<file path="config.mk">
export PLATFORM = sky130hd
export DESIGN_NAME = led_sequencer
export DESIGN_NICKNAME = d
export VERILOG_FILES = /design/src/rtl/led_sequencer_pkg.sv /design/src/rtl/led_tick_gen.sv /design/src/rtl/led_sequencer.sv
export SDC_FILE = /design/constraint.sdc
export NUM_CORES = 1
export LEC_CHECK = 0
export CORE_ASPECT_RATIO = 1.4
export CORE_MARGIN = 3
export CORE_UTILIZATION = 40
export CTS_CLUSTER_SIZE = 25
export DETAILED_ROUTE_END_ITERATION = 8
export PLACE_DENSITY = 0.54
export SETUP_SLACK_MARGIN = 0.4
export SLEW_MARGIN = 10
export SYNTH_ARGS = -nofsm -noshare
export SYNTH_HDL_FRONTEND = slang
export SYNTH_SLANG_ARGS = --single-unit
</file>
<file path="constraint.sdc">
create_clock -name clk -period 5.5 [get_ports clk]
set_input_delay 1.65 -clock clk [delete_from_list [all_inputs] [get_ports clk]]
set_output_delay 1.65 -clock clk [all_outputs]
set_load 0.005 [all_outputs]
</file>
<file path="src/rtl/led_sequencer_pkg.sv">
// Shared encodings for the LED sequencer: LED width, mode codes, FSM states
// and the per-mode start pattern.
package led_sequencer_pkg;

    localparam int unsigned LED_W = 5;

    typedef logic [1:0] mode_t;

    localparam mode_t MODE_OFF   = 2'd0;
    localparam mode_t MODE_SCAN  = 2'd1;
    localparam mode_t MODE_COUNT = 2'd2;
    localparam mode_t MODE_BLINK = 2'd3;

    localparam logic [1:0] ST_IDLE = 2'd0;
    localparam logic [1:0] ST_ACK  = 2'd1;
    localparam logic [1:0] ST_RUN  = 2'd2;

    function automatic logic [LED_W-1:0] mode_start(input mode_t mode);
        logic [LED_W-1:0] val;
        unique case (mode)
            MODE_SCAN:  val = LED_W'(1);
            MODE_BLINK: val = '1;
            default:    val = '0;
        endcase
        return val;
    endfunction

endpackage

</file>
<file path="src/rtl/led_tick_gen.sv">
// Step prescaler: counts 0..DIV-1 and pulses tick on the last count.
// clr restarts the count from 0 and takes priority over the wrap.
module led_tick_gen #(
    parameter int unsigned DIV = 25000000
) (
    input  logic clk,
    input  logic rstn,
    input  logic clr,
    output logic tick
);

    localparam int unsigned CNT_W = (DIV > 1) ? $clog2(DIV) : 1;
    localparam logic [CNT_W-1:0] LAST = CNT_W'(DIV - 1);

    generate
        if (DIV < 2) begin : g_div_check
            $error("led_tick_gen: DIV must be at least 2");
        end
    endgenerate

    logic [CNT_W-1:0] cnt;

    assign tick = (cnt == LAST);

    always_ff @(posedge clk or negedge rstn) begin
        if (!rstn) begin
            cnt <= '0;
        end else if (clr || tick) begin
            cnt <= '0;
        end else begin
            cnt <= cnt + CNT_W'(1);
        end
    end

endmodule

</file>
<file path="src/rtl/led_sequencer.sv">
// Five-LED pattern sequencer with a level request / one-cycle ack mode handshake.
// rstn deassertion is assumed already synchronised to clk by the integrating top level.
module led_sequencer
    import led_sequencer_pkg::*;
#(
    parameter int unsigned DIV = 25000000
) (
    input  logic             clk,
    input  logic             rstn,
    input  logic             mode_req,
    input  logic [1:0]       mode_sel,
    output logic             mode_ack,
    output logic [1:0]       mode_cur,
    output logic [LED_W-1:0] led
);

    logic [1:0]       state_q, state_d;
    mode_t            mode_q, mode_d;
    logic [LED_W-1:0] led_q, led_d;
    logic             ack_q, ack_d;
    logic             scan_right_q, scan_right_d;
    logic             armed_q, armed_d;
    logic             accept;
    logic             tick;

    led_tick_gen #(
        .DIV (DIV)
    ) u_tick_gen (
        .clk  (clk),
        .rstn (rstn),
        .clr  (accept),
        .tick (tick)
    );

    // A held request is accepted once; it must be seen low before re-arming.
    assign accept = mode_req && armed_q && (state_q != ST_ACK);

    always_comb begin
        state_d      = state_q;
        mode_d       = mode_q;
        led_d        = led_q;
        scan_right_d = scan_right_q;
        ack_d        = accept;
        armed_d      = armed_q;

        if (accept) begin
            armed_d = 1'b0;
        end else if (!mode_req) begin
            armed_d = 1'b1;
        end

        if (accept) begin
            state_d      = ST_ACK;
            mode_d       = mode_sel;
            led_d        = mode_start(mode_sel);
            scan_right_d = 1'b0;
        end else begin
            unique case (state_q)
                ST_IDLE: begin
                    led_d = '0;
                end
                ST_ACK: begin
                    state_d = ST_RUN;
                end
                ST_RUN: begin
                    if (tick) begin
                        unique case (mode_q)
                            MODE_OFF: led_d = '0;
                            // Bounce without repeating the end LED: reverse and step inward.
                            MODE_SCAN: begin
                                if (!scan_right_q) begin
                                    if (led_q[LED_W-1]) begin
                                        led_d        = led_q >> 1;
                                        scan_right_d = 1'b1;
                                    end else begin
                                        led_d = led_q << 1;
                                    end
                                end else begin
                                    if (led_q[0]) begin
                                        led_d        = led_q << 1;
                                        scan_right_d = 1'b0;
                                    end else begin
                                        led_d = led_q >> 1;
                                    end
                                end
                            end
                            MODE_COUNT: led_d = led_q + LED_W'(1);
                            MODE_BLINK: led_d = ~led_q;
                            default:    led_d = '0;
                        endcase
                    end
                end
                default: begin
                    state_d = ST_IDLE;
                    led_d   = '0;
                end
            endcase
        end
    end

    always_ff @(posedge clk or negedge rstn) begin
        if (!rstn) begin
            state_q      <= ST_IDLE;
            mode_q       <= MODE_OFF;
            led_q        <= '0;
            ack_q        <= 1'b0;
            scan_right_q <= 1'b0;
            armed_q      <= 1'b1;
        end else begin
            state_q      <= state_d;
            mode_q       <= mode_d;
            led_q        <= led_d;
            ack_q        <= ack_d;
            scan_right_q <= scan_right_d;
            armed_q      <= armed_d;
        end
    end

    assign mode_ack = ack_q;
    assign mode_cur = mode_q;
    assign led      = led_q;

endmodule
</file>
# Yosys cells after proc, flatten, opt, wreduce, memory -nomap -nowiden
# Index checks and enable logic that the tools add are counted.
[word_totals]
regBits = 37
input_bits = 5
output_inout_bits = 8
elab_cells = 54
[classes]
add_sub_neg = 2
eq_ne = 13
muxes = 20
bitwise = 1
reduce_logical = 11
[ops]
columns = ["operator", "count"]
rows = [
  ["$add 25x1->25 const B", 1],
  ["$eq 25x25->1 const B", 1],
  ["$mux 25", 1],
  ["$mux 5", 5],
  ["$pmux 5 s2", 2],
  ["$pmux 5 s4", 1],
  ["$mux 1", 9],
  ["$eq 2x2->1 const B", 4],
  ["$eq 2x1->1 const B", 3],
  ["$ne 2x1->1 const B", 3],
  ["$reduce_bool 2->1", 3],
  ["$add 5x1->5 const B", 1],
  ["$not 5->5", 1],
  ["$logic_not 2->1", 2],
  ["$pmux 2 s2", 1],
  ["$ne 3x2->1 const B", 1],
  ["$reduce_and 3->1", 1],
  ["$logic_and 1x1->1", 2],
  ["$mux 2", 1],
  ["$ne 2x2->1 const B", 1],
  ["$reduce_and 2->1", 1],
  ["$reduce_or 2->1", 1],
  ["$logic_or 1x1->1", 1],
]

# Depth between registers and ports, before layout
# Gate-level depths: netlist (run 1).
[depth]
ltp_word = 6
ltp_mapped = 8
mapped_depth_nobuf = 7

# Modules after synthesis
# A second synthesis (run 1) with hierarchy kept.
[unflattened]
cells_unflattened = 234
hier_area_um2 = 2150.8
[by_module_without_submodules]
columns = ["mod", "n_inst", "cells_per_inst", "area_each_um2", "seq_area_each_um2"]
rows = [
  ["led_tick_gen", 1, 141, 1327.5, 625.6],
  ["led_sequencer", 1, 93, 823.3, 301.5],
]

# Worst setup path before layout (run 1)
# OpenSTA, ideal clock, no wires.
[synth_timing]
kind = "input-to-reg"
startpoint = "input port mode_req"
endpoint = "register led_q[0] (netlist: led[0])"
setup_ps = 125
arrival_ps = 2416
required_time_ps = 5375
slack_ps = 2959
cell_stages = 4
n_path_buf = 0
path_cell_list = "nand2_1 > nand2_1 > o21a_4 > mux2_2"
[synth_via]
elab_chain_cells = 4
elab_cells_between_ends = 6
classes_between = "eq/ne: 2; mux: 1; reduce/logical: 3"
[synth_lines]
columns = ["item", "line_no", "rtl"]
rows = [
  ["start, declared", "led_sequencer.sv:10", "input logic mode_req,"],
  ["$logic_and 1x1->1 * (2 in a row)", "led_sequencer.sv:36", "assign accept = mode_req && armed_q && (state_q != ST_ACK);"],
  ["$ne 3x2->1 (no source line) / $ne 2x2->1 (equally long branches)", "-", ""],
  ["$reduce_and 2->1 (no source line)", "-", ""],
  ["end signal, assigned", "led_sequencer.sv:112", "led_q <= led_d;"],
  ["end, declared", "led_sequencer.sv:19", "logic [LED_W-1:0] led_q, led_d;"],
]
# Mark *: on every way between the ends. The rest lies on a longest branch, timed or not.
# A chain may end at the register's enable or synchronous reset.

# Worst setup path after layout (run 1)
[layout_timing]
startpoint = "input port mode_req"
endpoint = "register u_tick_gen.cnt[24]"
[layout_via]
elab_chain_cells = 4
[layout_lines]
columns = ["item", "line_no", "rtl"]
rows = [
  ["$logic_and 1x1->1 (2 in a row)", "led_sequencer.sv:36", ""],
  ["net accept", "led_sequencer.sv:23", "logic accept;"],
  ["$logic_or 1x1->1", "led_tick_gen.sv:28", "end else if (clr || tick) begin"],
  ["$mux 25", "led_tick_gen.sv:28", ""],
  ["end signal, assigned", "led_tick_gen.sv:31", "cnt <= cnt + CNT_W'(1);"],
  ["end, declared", "led_tick_gen.sv:21", "logic [CNT_W-1:0] cnt;"],
]
# The timed path passes the listed nets, and every way through them passes these cells.

==> results of run 1 <==
-- tightest hold or removal path, cell delays in order, from the launching register on --
cell and delay [ns]:
dfstp_2 0.37, nand2_1 0.05, nand2_1 0.05
-- cell usage in the layout, fill, tap and decap left out, types with 2 or more instances in the layout --
| master | n |
|---|---|
| xor2_1 | 7 |
| nor2b_1 | 5 |
| a21oi_1 | 4 |
| nor4_1 | 2 |
| mux2_2 | 5 |
| mux2i_1 | 2 |
| nand2b_1 | 2 |
| clkdlybuf4s50_1 | 11 |
| o221a_2 | 3 |
| ha_1 | 3 |
| o21ai_0 | 7 |
| nand2_1 | 22 |
| inv_1 | 5 |
| and3_1 | 4 |
| nor2_1 | 34 |
| and4_1 | 3 |
| xnor2_1 | 16 |
| dfrtp_1 | 36 |
| a22o_1 | 2 |
| and4_2 | 2 |
| nand3_1 | 11 |
| bufinv_16 | 2 |
| clkbuf_8 | 5 |
| nand4_1 | 7 |
| nor3_1 | 9 |
-- metal layers --
layer | wire (microns) | vias to the layer above | part of all wire [%]
met5 | 0 | - | 0
met4 | 46 | 0 | 1.1
met3 | 86 | 4 | 2.0
met2 | 2245 | 22 | 53
met1 | 1867 | 764 | 44
li1 | - | 771 | -
-- kinds of logic (layout without fill, tap and decap cells) --
kind of cell	after synthesis	after routing	share of synthesized area [%]
xor+xnor	23	23	9.835
fa+ha+maj	3	3	1.833
buf+inv	13	25	3.909
flops	37	37	45.27
mux	7	7	3.726
simple gates	109	109	26.94
compound gates	24	24	8.492
-- registers in the layout (all words and copies together), names as in the netlist --
register,flops
armed_q,1
led,5
mode_ack,1
mode_cur,2
scan_right_q,1
state_q,2
u_tick_gen.cnt,25
-- layout make-up --
class                      count  area share [%]
inverter                       5          0.8104
clock buffer                   5           2.971
multi-input combinational    166           44.95
clock inverter                 3           2.809
sequential                    37           40.03
timing repair buffer          12           4.970
tap                           64           3.458
-- power groups by stage --
stage / logic, mW / registers (mW) / clock network [mW]
after global placement: 0.150 / 0.351 / 0
after CTS: 0.156 / 0.349 / 0.286
after detailed placement: 0.156 / 0.354 / 0
after global routing: 0.169 / 0.357 / 0.297
final: 0.153 / 0.350 / 0.280
after floorplan: 0.118 / 0.332 / 0
-- per-stage QoR --
stage | power [mW] | cell area [sq um] | util (%)
after floorplan | 0.4495 | 2048 | -
after global placement | 0.5007 | 2182 | 44.72
after detailed placement | 0.5100 | 2182 | 44.72
after CTS | 0.7913 | 2316 | 47.46
after global routing | 0.8228 | 2316 | 47.46
final | 0.7828 | 2316 | 47.46
-- final timing paths --
kind,start,endpoint,slack [ns]
min in group asynchronous,rstn,u_tick_gen.cnt[6],1.46
max in group asynchronous,rstn,u_tick_gen.cnt[19],3.51
min,armed_q,armed_q,0.47
max reg2reg,u_tick_gen.cnt[0],u_tick_gen.cnt[24],3.10
min reg2reg,armed_q,armed_q,0.47
max,mode_req,u_tick_gen.cnt[24],2.26
==> qor.yml, run 1 <==
global_route:
  track_usage_pct: 16.03
  grt_max_degree: 38
  gr-usage-met1_pct: 19.33
  antenna_found_initial: 0
  grt.overflow.total: 0
  grt_busiest_layer: "met2"
  grt_pass1_wl_mm: 7.548
  use_met3_pct: 2.989
  grt_pass1_vias: 1631
  grtUsageMet2_pct: 27.01
sta:
  timing.fmax_mhz: 308.7
  tns_ns: 0
  final_hold_viol_count: 0
  finalSetupViolCount: 0
  finClkSkew_ns: 0.006234
  worst_hold_slack_ns: 0.4676
  finalMaxSlewViolations: 0
  timing.final.crit_period_ns: 3.240
  tightest_slew_ns: 0.8382
  setup_slack_ns: 2.260
  fin_crit_sh_pct: 58.90
  relSlewSlack_pct: 44.12
  rsz0062_at_grt: "false"
clock_network:
  post_cts_buffers: 0
  clkTransAtPathRegs_ns: 0.07
  cts_buffers: 5
  cts_sinks: 37
  postCtsHoldBufs: 0
  cts_tree: "built"
  cts_resized: 0
  cts_max_path_buffers: 2
  htreeDepth: 2
  clkLatencyLatePin_ns: 0.29
  cts_root_buffer: "clkbuf_8"
outcome:
  status: "completed"
pwr:
  seq_power_share_pct: 44.7
  power_density_nw_per_um2: 338.0
  power_frac_clock_pct: 35.8
  p_int_uw: 563.9
  vdd_drop_max_mv: 0.1710
  p_switching_uw: 218.9
  swShare_pct: 27.96
  power.leakage_nw: 0.9816
  combPwrFrac_pct: 19.5
logic_synthesis:
  yosysTopAreaCell: "dfrtp_1"
  synth_seq_cells: 37
  synth_area_leaders: "dfrtp_1, xnor2_1, nor2_1"
  synth_most_common_cell: "dfrtp_1"
  ys_async_sr_fraction_pct: 100.0
  ys_types: 43
  synth_top_area_share_pct: 43.98
  synthCells: 216
  syn-cell-area_sq_um: 2048
  yosys-top-cells-count: "dfrtp_1, nor2_1, nand2_1, xnor2_1, nand3_1"
  synth_edf_count: 0
  yosys_warnings: 0
  ys_seq_area_share_pct: 45.27
  syn-num-nets: 224
  avgSynthCellArea_sq_um: 9.482
  synthFlopType: "dfrtp_1"
setup_path:
  crit_family: "simple AND/OR/NAND/NOR gates"
  path_buf_inv: 1
  endpoint_kind: "flip-flop"
  cp.depth: 5
  critical_path.cell_chain: "clkdlybuf4s50_1, nand2_1, nor2_1, or2_1, nor2_1"
  slowest_stage: "or2_1"
  slowest_delay_ns: 0.70
  start_kind: "input port"
  critical_path_arrival_ns: 3.38
  crit_top_cell: "nor2_1"
  reg2regPathDepth: 6
  crit_required_ns: 5.64
  crit_type: "in2reg"
  worst-path-max-fanout: 25
detailed_routing:
  drtIter0Drc: 85
  routed_via_density: 5.346
  drt_wl_total_mm: 4.245
  drt_drc_violations_left: 0
  wl_per_cell_microns: 14.54
  vias: 1561
  first_pass_iters: 4
  ant_nets: 0
worst_hold_path:
  whs_path_depth: 2
  hp-class: "reg2reg"
cells_and_area:
  drive_above_1_share_pct: 10.09
  finalNetCount: 235
  register_area_sq_um: 927.1
  final_cells: 292
  fill_cells: 493
  antenna_cells: 0
  area_growth_pct: 13.07
  multiInputGateArea_sq_um: 1041
place:
  dp_slack_ns: 1.925
  post-dp-hpwl_mm: 3.056
  gp_congestion: 0.8392
  placedCellCount: 284
  io_buffers: 12
die:
  num_io_pins: 13
  dieWidth_microns: 66.48
  die_h_microns: 90.67
  core_area_sq_um: 4880
  rows: 30
  initial_core_util_pct: 41.97
  dieArea_sq_um: 6027
run:
  maxCapViolCount: 0
(Power assumes the default switching activity.)
==> run 2, diff against run 1 <==
- clock period: 5.5 -> 3.4 ns (I/O delays scaled with it)
==> qor.yml, run 2 (synthesis results as in run 1) <==
die:
  core_area_sq_um: 4880  # unchanged
  dieWidth_microns: 66.48  # unchanged
  die_h_microns: 90.67  # unchanged
  initial_core_util_pct: 41.97  # unchanged
  rows: 30  # unchanged
  num_io_pins: 13  # unchanged
  dieArea_sq_um: 6027  # unchanged
detailed_routing:
  routed_via_density: 5.413  # was 5.346
  drt_wl_total_mm: 4.386  # was 4.245 mm
  drtIter0Drc: 72  # was 85
  drt_drc_violations_left: 0  # unchanged
  wl_per_cell_microns: 14.97  # was 14.54 microns
  vias: 1586  # was 1561
  first_pass_iters: 4  # unchanged
  ant_nets: 0  # unchanged
cells_and_area:
  antenna_cells: 0  # unchanged
  final_cell_mix: "dfrtp_1, nor2_1, nand2_1"  # unchanged
  fill_cells: 496  # was 493
  area_growth_pct: 10.93  # was 13.07%
  final_core_util_pct: 46.56  # was 47.46%
  fin_area_sq_um: 2272  # was 2316 sq um
  top_register: "u_tick_gen.cnt"  # unchanged
  final_cells: 293  # was 292
  drive_above_1_share_pct: 10.04  # was 10.09%
  finalNetCount: 236  # was 235
  layout_commonest_cell: "dfrtp_1"  # unchanged
  largest_register_ffs: 25  # unchanged
setup_path:
  r2r_slack_ns: 1.27  # was 3.10 ns
  critical_path_arrival_ns: 1.45  # was 3.38 ns
  slowest_stage: "dfrtp_1"  # was or2_1
  slowest_delay_ns: 0.59  # was 0.70 ns
  endpoint_kind: "output pin"  # was flip-flop
  r2r-end: "led[0]"  # was u_tick_gen.cnt[24]
  start_kind: "flip-flop"  # was input port
  path_buf_inv: 1  # unchanged
  reg2regPathDepth: 6  # unchanged
  critical_path.cell_chain: "clkdlybuf4s50_1"  # was clkdlybuf4s50_1, nand2_1, nor2_1, or2_1, nor2_1
  crit_family: "flip-flops"  # was simple AND/OR/NAND/NOR gates
  crit_required_ns: 2.38  # was 5.64 ns
  worst-path-max-fanout: 12  # was 25
  r2r-start: "u_tick_gen.cnt[0]"  # unchanged
  crit_type: "reg2out"  # was in2reg
sta:
  finalSetupViolCount: 0  # unchanged
  timing.final.crit_period_ns: 2.473
  worst_hold_slack_ns: 0.4614  # was 0.4676 ns
  final_hold_viol_count: 0  # unchanged
  relSlewSlack_pct: 45.99  # was 44.12%
  finalMaxSlewViolations: 0  # unchanged
  tns_ns: 0  # unchanged
  setup_slack_ns: 0.9269  # was 2.260 ns
  fin_crit_sh_pct: 72.74
  rsz0062_at_grt: "false"  # unchanged
  timing.fmax_mhz: 404.4
  finClkSkew_ns: 0.009723  # was 0.006234 ns
  tightest_slew_ns: 0.8102  # was 0.8382 ns
global_route:
  track_usage_pct: 16.30  # was 16.03%
  grt_pass1_wl_mm: 7.590  # was 7.548 mm
  grt_pass1_vias: 1625  # was 1631
  antenna_found_initial: 0  # unchanged
  grt_max_degree: 38  # unchanged
  grt.overflow.total: 0  # unchanged
clock_network:
  cts_resized: 0  # unchanged
  cts_tree: "built"  # unchanged
  cts_sinks: 37  # unchanged
  post_cts_buffers: 0  # unchanged
  cts_root_buffer: "clkbuf_8"  # unchanged
  clkTransAtPathRegs_ns: 0.07  # about the same
  htreeDepth: 2  # unchanged
  cts_max_path_buffers: 2  # unchanged
  clkLatencyLatePin_ns: 0.29  # about the same
  postCtsHoldBufs: 0  # unchanged
  cts_buffers: 5  # unchanged
place:
  gp_congestion: 0.8546  # was 0.8392
  io_buffers: 12  # unchanged
  placedCellCount: 285  # was 284
  place_area_sq_um: 2190  # was 2182 sq um
  post-dp-hpwl_mm: 3.221  # was 3.056 mm
  dp_slack_ns: 0.7784  # was 1.925 ns
pwr:
  vdd_drop_max_mv: 0.2436  # was 0.1710 mV
  power_density_nw_per_um2: 490.1  # was 338.0 nW/um^2
  power.leakage_nw: 0.9636  # was 0.9816 nW
  finalPower_mw: 1.114  # was 782.8 uW
run:
  maxCapViolCount: 0  # unchanged
worst_hold_path:
  min_to: "armed_q"  # unchanged
  hp-start: "armed_q"  # unchanged
  hp-class: "reg2reg"  # unchanged
  whs_path_depth: 2  # unchanged
outcome:
  status: "completed"  # unchanged
run 2: area by class of cell:
| cell class | instances | area [sq um] | share of cell area, % |
|---|---|---|---|
| multi-input cells | 166 | 1041 | 45.82 |
| repair buffers | 13 | 122.6 | 5.396 |
| well taps | 64 | 80.08 | 3.524 |
| clock inverters | 2 | 10.01 | 0.4405 |
| clock buffers | 6 | 72.57 | 3.194 |
| flip-flops and latches | 37 | 927.1 | 40.80 |
| inverters | 5 | 18.77 | 0.8260 |
run 2: where the power goes:
part           internal (mW)  leakage, nW  switching, mW  total [mW]
combinational          0.135        0.422          0.119       0.254
sequential             0.487        0.496         0.0822       0.569
clock                  0.142       0.0450          0.148       0.290
total                  0.764        0.964          0.350        1.11
run 2: metal layers:
layer	share of wire, %	GRT usage [%]
met5	0	0
met4	2.8	7.627
met3	3.4	4.857
met2	52	26.51
met1	42	19.21
run 2: worst reg2reg max path: stages (launching register included):
cell and delay, ns:
dfrtp_1 0.41, ha_1 0.22, and4_1 0.32, nand2_1 0.17, nor3_4 0.35, o21a_4 0.22, mux2_2 0.33
run 2: worst max path at each step:
stage	slack [ns]	to	cells past startpoint	start
final	0.93	mode_cur[1]	1	mode_cur[1]
after CTS	0.93	mode_cur[1]	1	mode_cur[1]
after global placement	0.89	u_tick_gen.cnt[12]	6	mode_req
after global routing	0.84	mode_cur[1]	1	mode_cur[1]
after floorplan	1.49	led[0]	4	mode_req
after detailed placement	0.78	u_tick_gen.cnt[8]	6	mode_req
==> run 3, diff against run 2 <==
- PLACE_DENSITY: 0.54 -> 0.56
- clock period: 3.4 -> 2.2 ns (I/O delays scaled with it)
==> qor.yml, run 3 (synthesis results as in run 1) <==
die:
  rows: 30  # unchanged
  dieWidth_microns: 66.48  # unchanged
  core_area_sq_um: 4880  # unchanged
  initial_core_util_pct: 41.97  # unchanged
  dieArea_sq_um: 6027  # unchanged
  die_h_microns: 90.67  # unchanged
  num_io_pins: 13  # unchanged
clock_network:
  cts_sinks: 37  # unchanged
  cts_root_buffer: "clkbuf_8"  # unchanged
  htreeDepth: 2  # unchanged
  cts_max_path_buffers: 2  # unchanged
  clkLatencyLatePin_ns: 0.28  # was 0.29 ns
  cts_tree: "built"  # unchanged
  cts_buffers: 5  # unchanged
  postCtsHoldBufs: 0  # unchanged
  clkTransAtPathRegs_ns: 0.08  # was 0.07 ns
place:
  io_buffers: 12  # unchanged
  gp_congestion: 0.7725  # was 0.8546
  post-dp-hpwl_mm: 2.939  # was 3.221 mm
  place_area_sq_um: 2250  # was 2190 sq um
sta:
  tightest_slew_ns: 0.4692  # was 0.8102 ns
  finalSetupViolCount: 0  # unchanged
  finClkSkew_ns: 0.004625  # was 0.009723 ns
  timing.final.crit_period_ns: 1.829
  fin_crit_sh_pct: 83.14
  timing.fmax_mhz: 546.7
  final_hold_viol_count: 0  # unchanged
  relSlewSlack_pct: 68.72  # was 45.99%
  finalMaxSlewViolations: 0  # unchanged
  rsz0062_at_grt: "true"  # was false
  tns_ns: 0  # unchanged
global_route:
  track_usage_pct: 17.11  # was 16.30%
  grt_pass1_wl_mm: 8.017  # was 7.590 mm
  grt_max_degree: 38  # unchanged
  antenna_found_initial: 0  # unchanged
  grt_pass1_vias: 1755  # was 1625
  grt.overflow.total: 0  # unchanged
detailed_routing:
  drt_wl_total_mm: 4.619  # was 4.386 mm
  routed_via_density: 5.239  # was 5.413
  first_pass_iters: 4  # unchanged
  vias: 1666  # was 1586
  ant_nets: 0  # unchanged
  drt_drc_violations_left: 0  # unchanged
  drtIter0Drc: 46  # was 72
  wl_per_cell_microns: 14.53  # was 14.97 microns
setup_path:
  critical_path_arrival_ns: 2.00  # was 1.45 ns
  endpoint_kind: "flip-flop"  # was output pin
  r2r-start: "u_tick_gen.cnt[12]"  # was u_tick_gen.cnt[0]
  start_kind: "flip-flop"  # unchanged
  worst-path-max-fanout: 13  # was 12
  crit_required_ns: 2.37  # was 2.38 ns
  cp-startpoint: "u_tick_gen.cnt[12]"  # was mode_cur[1]
  crit_type: "reg2reg"  # was reg2out
outcome:
  status: "completed"  # unchanged
cells_and_area:
  antenna_cells: 0  # unchanged
  finalNetCount: 261  # was 236
  area_growth_pct: 24.86  # was 10.93%
  largest_register_ffs: 25  # unchanged
  fin_area_sq_um: 2557  # was 2272 sq um
  top_register: "u_tick_gen.cnt"  # unchanged
  final_cell_mix: "nor2_1, dfrtp_1, buf_4"  # was dfrtp_1, nor2_1, nand2_1
  drive_above_1_share_pct: 24.02  # was 10.04%
worst_hold_path:
  hp-class: "in2async"  # was reg2reg
pwr:
  power_density_nw_per_um2: 725.1  # was 490.1 nW/um^2
  power.leakage_nw: 1.156  # was 0.9636 nW
  vdd_drop_max_mv: 0.3753  # was 0.2436 mV
run:
  maxCapViolCount: 0  # unchanged
==> run 3: changes by cell type in the layout (fill, tap and decap cells not counted), moves of 2 or more <==
cell             delta
nand2_1             -4
buf_4              +20
mux2_4              +3
clkdlybuf4s50_1     -8
dfrtp_1             -3
dfrtp_2             +3
dlygate4sd2_1       +7
nand2_2             +3
and4_4              +2
mux2_2              -3
buf_6               +3
==> run 3: where the power goes <==
group          internal [mW]  switching, mW
Clock                  0.219          0.243
Sequential             0.755         0.0537
Combinational          0.302          0.281
==> run 3: worst paths after layout <==
| path | end | depth (start not counted) | slack (ns) |
|---|---|---|---|
| min | u_tick_gen.cnt[23] | 2 | 0.41 |
| max in group asynchronous | led[0] | 2 | 1.43 |
| max reg2reg | u_tick_gen.cnt[11] | 7 | 0.37 |
| max | u_tick_gen.cnt[11] | 7 | 0.37 |
| min in group clk | armed_q | 2 | 0.48 |
| min reg2reg | armed_q | 2 | 0.48 |
==> run 3: metrics by stage <==
| step | setup slack [ns] | power, mW | util, % | cells | hold WS (ns) |
|---|---|---|---|---|---|
| after floorplan | 0.3985 | 1.126 | - | 216 | 0.3644 |
| after global placement | 0.1491 | 1.306 | 46.10 | 291 | 0.4740 |
| after detailed placement | 0.1204 | 1.304 | 46.10 | 291 | 0.4703 |
| after CTS | 0.3919 | 1.852 | 51.46 | 317 | 0.4227 |
| after global routing | 0.2917 | 1.968 | 52.41 | 318 | 0.4397 |
| final | 0.3709 | 1.855 | 52.41 | 318 | 0.4051 |
==> run 3: per-layer routing <==
metal	share of wire [%]	GRT usage, %	routed length (microns)	vias to the layer above
met3	2.9	4.110	134	5
met4	1.2	4.746	54	0
met1	42	19.07	1933	816
met5	0	0	0	-
li1	-	-	-	824
met2	54	31.23	2497	21
==> run 3: repair_timing <==
action	CTS	global route
gates cloned	1	0
resized for setup	18	11
pin swaps	6	4
setup endpoints to repair	38	33
buffers inserted	17	1
==> run 3: cell type report <==
class,count,area (sq um)
fill,480,2322
multi-input combinational,166,1094
sequential,37,930.9
timing repair buffer,38,347.8
tap,64,80.08
clock buffer,5,68.82
inverter,5,18.77
clock inverter,3,17.52
==> run 3: worst max-delay path, stage by stage, from the launching register on <==
cell and delay, ns:
dfrtp_1 0.35, nand2_1 0.05, or4_4 0.54, nor3_4 0.28, buf_6 0.14, or2_4 0.16
buf_12 0.15, nor2_1 0.05
